--- config.mk ---
export PLATFORM = sky130hd
export DESIGN_NAME = fetch_ctrl_flat
export DESIGN_NICKNAME = d
export VERILOG_FILES = /design/src/rtl/fetch_ctrl_if.sv /design/src/rtl/fetch_ctrl.sv /design/src/flat_wrapper.sv
export SDC_FILE = /design/constraint.sdc
export NUM_CORES = 1
export LEC_CHECK = 0
export BUFFER_PORTS_ARGS = -buffer_cell sky130_fd_sc_hd__buf_2
export CAP_MARGIN = 20
export CORE_MARGIN = 3
export CORE_UTILIZATION = 46
export CTS_BUF_LIST = sky130_fd_sc_hd__clkbuf_4
export CTS_CLUSTER_DIAMETER = 60
export DETAILED_ROUTE_END_ITERATION = 6
export GPL_ROUTABILITY_DRIVEN = 0
export PLACE_DENSITY_LB_ADDON = 0.3
export SLEW_MARGIN = 20
export SYNTH_ARGS = -nofsm -noshare
export SYNTH_HDL_FRONTEND = slang
export SYNTH_SLANG_ARGS = --single-unit
--- constraint.sdc ---
create_clock -name clk -period 2.94 [get_ports clk]
set_clock_uncertainty 0.2 [all_clocks]
set_input_delay 0.588 -clock clk [delete_from_list [all_inputs] [get_ports clk]]
set_output_delay 0.588 -clock clk [all_outputs]
set_load 0.05 [all_outputs]
--- src/rtl/fetch_ctrl_if.sv ---
// Fetch-stage bundle: pipeline-side controls, instruction-memory handshake and status.
// master = fetch_ctrl, slave = pipeline/memory environment.
interface fetch_ctrl_if #(
   parameter int CNT_W = 32
);
   logic [31:0]      npc_in;
   logic             stall_in;
   logic             imem_req;
   logic [31:0]      imem_addr;
   logic             imem_ack;
   logic [31:0]      imem_rdata;
   logic [31:0]      pcIF;
   logic [31:0]      instrIF;
   logic             if_valid;
   logic             fetch_err;
   logic [CNT_W-1:0] perf_fetch;
   logic [CNT_W-1:0] perf_wait;

   modport master (
      input  npc_in, stall_in, imem_ack, imem_rdata,
      output imem_req, imem_addr, pcIF, instrIF, if_valid, fetch_err,
             perf_fetch, perf_wait
   );

   modport slave (
      output npc_in, stall_in, imem_ack, imem_rdata,
      input  imem_req, imem_addr, pcIF, instrIF, if_valid, fetch_err,
             perf_fetch, perf_wait
   );
endinterface

--- src/rtl/fetch_ctrl.sv ---
// IF-stage sequencer: owns the PC, fetches over a req/ack handshake, hands words to IF/ID.
// Optional performance counters are built when FETCH_PERF_EN is defined.
module fetch_ctrl #(
   parameter logic [31:0] RESET_PC = 32'h0000_3000,
   parameter int          CNT_W    = 32
) (
   input  logic         clk,
   input  logic         reset,
   fetch_ctrl_if.master bus
);

   typedef enum logic [1:0] {BOOT, REQ, HOLD, ERR} state_t;

   state_t      state_q;
   logic [31:0] pc_q;
   logic [31:0] instr_q;
   logic        req_q;
   logic        vld_q;
   logic        err_q;

   always_ff @(posedge clk or posedge reset) begin
      if (reset) begin
         state_q <= BOOT;
         pc_q    <= RESET_PC;
         instr_q <= '0;
         req_q   <= 1'b0;
         vld_q   <= 1'b0;
         err_q   <= 1'b0;
      end else begin
         case (state_q)
            BOOT: begin
               state_q <= REQ;
               req_q   <= 1'b1;
            end
            REQ: if (bus.imem_ack) begin
               instr_q <= bus.imem_rdata;
               req_q   <= 1'b0;
               vld_q   <= 1'b1;
               state_q <= HOLD;
            end
            HOLD: if (!bus.stall_in) begin
               pc_q <= bus.npc_in;
               if (bus.npc_in[1:0] == 2'b00) begin
                  vld_q   <= 1'b0;
                  req_q   <= 1'b1;
                  state_q <= REQ;
               end else begin
                  // Misaligned target: present a nop forever, only reset recovers.
                  instr_q <= '0;
                  err_q   <= 1'b1;
                  state_q <= ERR;
               end
            end
            default: ;
         endcase
      end
   end

   assign bus.imem_req  = req_q;
   assign bus.imem_addr = pc_q;
   assign bus.pcIF      = pc_q;
   assign bus.instrIF   = instr_q;
   assign bus.if_valid  = vld_q;
   assign bus.fetch_err = err_q;

`ifdef FETCH_PERF_EN
   logic             advance;
   logic             wait_c;
   logic [CNT_W-1:0] pf_q, pf_d;
   logic [CNT_W-1:0] pw_q, pw_d;

   assign advance = vld_q & ~bus.stall_in;
   assign wait_c  = ((state_q == REQ) && !bus.imem_ack) ||
                    ((state_q == HOLD) && bus.stall_in);

   always_comb begin
      pf_d = pf_q;
      pw_d = pw_q;
      if (advance) pf_d = pf_q + CNT_W'(1);
      if (wait_c)  pw_d = pw_q + CNT_W'(1);
   end

   always_ff @(posedge clk or posedge reset) begin
      if (reset) begin
         pf_q <= '0;
         pw_q <= '0;
      end else begin
         pf_q <= pf_d;
         pw_q <= pw_d;
      end
   end

   assign bus.perf_fetch = pf_q;
   assign bus.perf_wait  = pw_q;
`else
   assign bus.perf_fetch = {CNT_W{1'b0}};
   assign bus.perf_wait  = {CNT_W{1'b0}};
`endif

endmodule

--- src/flat_wrapper.sv ---
// flat-port wrapper written by rule: the top's interface ports become plain ports
module fetch_ctrl_flat 
#(
   parameter logic [31:0] RESET_PC = 32'h0000_3000,
   parameter int          CNT_W    = 32
)
  (clk, reset, bus_npc_in, bus_stall_in, bus_imem_ack, bus_imem_rdata, bus_imem_req, bus_imem_addr, bus_pcIF, bus_instrIF, bus_if_valid, bus_fetch_err, bus_perf_fetch, bus_perf_wait);
  fetch_ctrl_if #(.CNT_W(CNT_W)) bus_i ();
  input  logic clk;
  input  logic reset;
  input wire logic [$bits(bus_i.npc_in)-1:0] bus_npc_in;
  input wire logic [$bits(bus_i.stall_in)-1:0] bus_stall_in;
  input wire logic [$bits(bus_i.imem_ack)-1:0] bus_imem_ack;
  input wire logic [$bits(bus_i.imem_rdata)-1:0] bus_imem_rdata;
  output wire logic [$bits(bus_i.imem_req)-1:0] bus_imem_req;
  output wire logic [$bits(bus_i.imem_addr)-1:0] bus_imem_addr;
  output wire logic [$bits(bus_i.pcIF)-1:0] bus_pcIF;
  output wire logic [$bits(bus_i.instrIF)-1:0] bus_instrIF;
  output wire logic [$bits(bus_i.if_valid)-1:0] bus_if_valid;
  output wire logic [$bits(bus_i.fetch_err)-1:0] bus_fetch_err;
  output wire logic [$bits(bus_i.perf_fetch)-1:0] bus_perf_fetch;
  output wire logic [$bits(bus_i.perf_wait)-1:0] bus_perf_wait;
  assign bus_i.npc_in = bus_npc_in;
  assign bus_i.stall_in = bus_stall_in;
  assign bus_i.imem_ack = bus_imem_ack;
  assign bus_i.imem_rdata = bus_imem_rdata;
  assign bus_imem_req = bus_i.imem_req;
  assign bus_imem_addr = bus_i.imem_addr;
  assign bus_pcIF = bus_i.pcIF;
  assign bus_instrIF = bus_i.instrIF;
  assign bus_if_valid = bus_i.if_valid;
  assign bus_fetch_err = bus_i.fetch_err;
  assign bus_perf_fetch = bus_i.perf_fetch;
  assign bus_perf_wait = bus_i.perf_wait;
  fetch_ctrl #(.RESET_PC(RESET_PC), .CNT_W(CNT_W)) u_core (.clk(clk), .reset(reset), .bus(bus_i));
endmodule
======== After elaboration in Yosys (flattened, before gate mapping) ========
Cells that the tools add are included.
word-level totals
  register bits ........................... 69
  input port bits ......................... 68
  output and inout port bits .............. 163
  word-level logic and storage cells ...... 40
cells by class
  equality and inequality tests ........... 6
  multiplexer cells ....................... 16
  bitwise operators ....................... 2
  reduce and logical (&&, ||, !) cells .... 10
operators with widths
  kind                                                                      number
  32-bit two-way mux                                                        3
  32-bit case mux with 2 select lines                                       1
  4-bit AND reduction                                                       3
  1-bit two-way mux                                                         6
  2-bit two-way mux                                                         3
  2-bit inequality test (second input constant)                             3
  2-bit case mux with 3 select lines                                        1
  3-bit AND reduction                                                       2
  2-bit zero test                                                           2
  1-bit case mux with 3 select lines                                        1
  3-bit nonzero test                                                        1
  2-bit by 1-bit equality test with 1-bit output (second input constant)    1
  2-bit equality test (second input constant)                               1
  2-bit by 1-bit inequality test with 1-bit output (second input constant)  1
  1-bit NOT                                                                 2
  1-bit case mux with 2 select lines                                        1
  2-bit AND reduction                                                       1
  2-bit nonzero test                                                        1

======== Longest topological paths before layout ========
  depth after elaboration ................. 4
  depth in mapped cells ................... 7
  depth with buffers taken out ............ 5

======== Worst setup path before layout ========
Ideal clock, no wire load.
  kind .................................... register to register
  start ................................... register u_core.state_q[0]
  end ..................................... register u_core.instr_q[10], in the netlist u_core.bus.instrIF[10]
  library setup time ...................... 124 ps
  arrival ................................. 1521 ps
  required time ........................... 2616 ps
  slack ................................... 1095 ps
  stages on the path, launching flop included .. 7
  path buffers ............................ 1
  period minus slack after synthesis ...... 1845 ps
  cell sequence ........................... dfrtp_1 -> inv_1 -> ha_1 -> and2_4 -> a211o_4 -> buf_6 -> a211o_1
on the way
  longest elaborated chain between the ends .. 3
  elaborated cells on any way between the ends .. 8
  those cells by class .................... eq/ne: 5; mux: 1; reduce/logical: 2
ends and longest elaborated chain
  what                                                                                   line              source
  start, declared                                                                        fetch_ctrl.sv:14  state_t state_q;
  start signal, assigned                                                                 fetch_ctrl.sv:23  state_q <= BOOT;
  start signal, assigned                                                                 fetch_ctrl.sv:32  state_q <= REQ;
  start signal, assigned                                                                 fetch_ctrl.sv:39  state_q <= HOLD;
  2-bit equality test or 2-bit by 1-bit equality test with 1-bit output (tied branches)  fetch_ctrl.sv:30  case (state_q)
  2-bit inequality test (no line) or 2-bit nonzero test (tied branches)                  -
  4-bit AND reduction (no line)                                                          -
  end signal, assigned                                                                   fetch_ctrl.sv:36  instr_q <= bus.imem_rdata;
  end, declared                                                                          fetch_ctrl.sv:16  logic [31:0] instr_q;
Parallel ways exist; a longest one is shown, timed or not.
A chain may end at the register's enable or synchronous reset.

======== Worst setup path after layout ========
  start ................................... register u_core.state_q[0]
  end ..................................... register u_core.instr_q[1], in the netlist u_core.bus.instrIF[1]
Same word-level chain as after synthesis.

==> impl_metrics.env <==
export IMPL_cp_depth=5
export IMPL_synth_area_leaders="dfrtp_1 (41%), buf_4 (18%), mux2_2 (8.8%)"
export IMPL_synth_common_cells="buf_4 (97), dfrtp_1 (67), nor3_1 (33)"
export IMPL_grt_max_degree=44
export IMPL_drive_above_1_share_pct=45.2
export IMPL_yosysTopAreaCell="dfrtp_1"
export IMPL_relSlewSlack_pct=61.4
export IMPL_r2r_end="u_core.bus.instrIF[1]"
export IMPL_h_tree_depth=3
export IMPL_wl_um=9320
export IMPL_cp_arrival_ns=2.30
export IMPL_synth_area_um2=4110
export IMPL_ys_flop_type="dfrtp_1"
export IMPL_ant_nets=0
export IMPL_core_area_um2=8460
export IMPL_postCtsSetupBuffers=0
export IMPL_async_flop_share_pct=100
export IMPL_path_cells="inv_1 > ha_1 > and2_4 > a211o_4 > a211o_1"
export IMPL_grt_pass1_vias=2805
export IMPL_fp_row_count=33
export IMPL_wl_per_cell_um=15.2
export IMPL_ys_seq_area_share_pct=42.1
export IMPL_cts_resized_gates=0
export IMPL_antenna_cells=0
export IMPL_holdCritPathClass="in2async"
export IMPL_io_buffers=166
export IMPL_status="complete, no violations"
export IMPL_initial_core_util_pct=48.6
export IMPL_remaining_drc_errors=0
export IMPL_hpwl_um=6730
export IMPL_die_y_um=101
export IMPL_worst_ep_required_time_ns=3.03
export IMPL_grt_pass1_wl_um=14000
export IMPL_insertion_delay_ns=0.40
export IMPL_ioPinCount=231
export IMPL_rsz0062_at_grt="false"
export IMPL_rrSetupSlack_ns=0.74
export IMPL_max_clock_freq_mhz=454
export IMPL_ctsLongestPathBuffers=2
export IMPL_crit_path_max_fanout=38
export IMPL_drtIter0Drc=65
export IMPL_drv_slew=0
export IMPL_avgSynthCellArea_um2=10.8
export IMPL_max_cap_violations=0
export IMPL_synth_top_cell_area_share_pct=40.8
export IMPL_num_vias=2993
export IMPL_worst_path_buf_inv=1
export IMPL_start_kind="flop"
export IMPL_fin_nets=577
export IMPL_reg2regPathDepth=5
export IMPL_overflow=0
export IMPL_cts_buffers_inserted=9
export IMPL_yosysMostFrequentCell="buf_4"
export IMPL_synthCells=381
export IMPL_synth_edf_count=0
export IMPL_groute_usage_overall_pct=17.3
export IMPL_root_buffer="clkbuf_4"
export IMPL_ys_types=26
export IMPL_cts_clk_slew_worst_paths_ns=0.12
export IMPL_crit_family="compound AO/OA/AOI/OAI gates"
export IMPL_critical_path_slowest_cell="a211o_4"
export IMPL_ys_warnings_count=0
export IMPL_dr_pass1_iters=4
export IMPL_end_kind="flop"
export IMPL_setup_tns_ns=0
export IMPL_antenna_found_initial=0
export IMPL_cts_sinks=69
export IMPL_finalSetupViolCount=0
export IMPL_tightest_slew_ns=0.579
export IMPL_die_area_um2=10100
export IMPL_critical_path_endpoint="u_core.bus.instrIF[1]"
export IMPL_timing_setup_critical_path_class="reg2reg"
export IMPL_finalHoldViolCount=0
export IMPL_critPathLaunch="u_core.state_q[0]"
export IMPL_r2r_start="u_core.state_q[0]"
export IMPL_yosys_register_bits=69
export IMPL_hold_buffers=0
export IMPL_slowest_delay_ns=0.51
export IMPL_vias_per_cell=4.87
export IMPL_cts_tree="done"
export IMPL_finalCriticalPeriod_ns=2.20
export IMPL_fin_crit_sh_pct=74.9
export IMPL_syn2layout_area_growth_pct=12.4
export IMPL_die_w_um=101
[sequential cells by signal (all words and copies together), names as in the netlist]
name / cells
u_core.bus.fetch_err: 1
u_core.bus.if_valid: 1
u_core.bus.instrIF: 32
u_core.bus.imem_req: 1
u_core.bus.imem_addr: 32
u_core.state_q: 2
[routing by layer]
| metal | global-route usage (%) | wire, µm | up-vias | share of wire [%] |
|---|---|---|---|---|
| li1 | - | - | 1437 | - |
| met1 | 22.0 | 3890 | 1414 | 42 |
| met2 | 29.0 | 4580 | 134 | 49 |
| met3 | 4.22 | 755 | 8 | 8.1 |
| met4 | 5.80 | 106 | 0 | 1.1 |
| met5 | 0 | 0 | - | 0 |
[stage by stage]
step	std cells	hold WS (ns)	cell area [µm²]	util (%)	worst slack, ns
final	614	0.0185	4620	54.6	0.737
after global routing	614	0.0290	4620	54.6	0.618
after CTS	614	0.0125	4620	54.6	0.752
after detailed placement	598	0.255	4510	53.2	0.765
after global placement	598	0.248	4510	53.2	0.797
after floorplan	444	0.340	4350	-	0.415
[cell usage in the layout (no fill, tap or decap), types with 2 or more instances in the layout]
cell type,count
conb_1,64
inv_1,2
nand3b_1,32
dfstp_2,2
clkinv_2,3
buf_4,7
nor3b_1,32
buf_2,166
ha_2,2
ha_1,3
dfrtp_1,67
o41ai_1,5
mux2_2,32
clkbuf_4,10
nor2_1,2
clkinv_4,2
a211o_1,32
nor3_1,33
[worst min-delay path by stage]
stage	start	endpoint	slack [ns]	cells after the start
CTS	reset	u_core.bus.imem_addr[16]	0.01	2
detailed placement	u_core.bus.fetch_err	u_core.bus.fetch_err	0.26	1
global placement	u_core.bus.fetch_err	u_core.bus.fetch_err	0.25	1
finish	reset	u_core.bus.imem_addr[28]	0.02	2
global route	reset	u_core.bus.imem_addr[14]	0.03	2
floorplan	u_core.state_q[1]	u_core.state_q[1]	0.34	2
[cell families (layout without fill, tap and decap cells)]
logic type,count (synthesis),in the layout,synth area share (%)
flip-flops,69,69,42.1
AO/OA/AOI/OAI,41,41,8.80
AND/OR/NAND/NOR,104,104,16.8
adder cells (fa/ha/maj),5,5,1.52
multiplexers,33,33,9.01
buffers and inverters,128,193,21.7
other,1,64,0.0912
[worst reg2reg max path: stages (launching register included)]
cell and delay [ns]:
dfrtp_1 0.43, inv_1 0.10, ha_1 0.22, and2_4 0.26, a211o_4 0.52, a211o_1 0.36
[cell type report]
cell class / instances / area [µm²]
fillers: 770 / 3840
multi-input cells: 247 / 1730
flip-flops and latches: 69 / 1730
repair buffers: 174 / 903
well taps: 105 / 131
clock buffers: 10 / 75.1
clock inverters: 6 / 40.0
inverters: 3 / 11.3
Power is not shown: default switching activity piles up to over one toggle a cycle in this logic, so the estimate is an artifact.
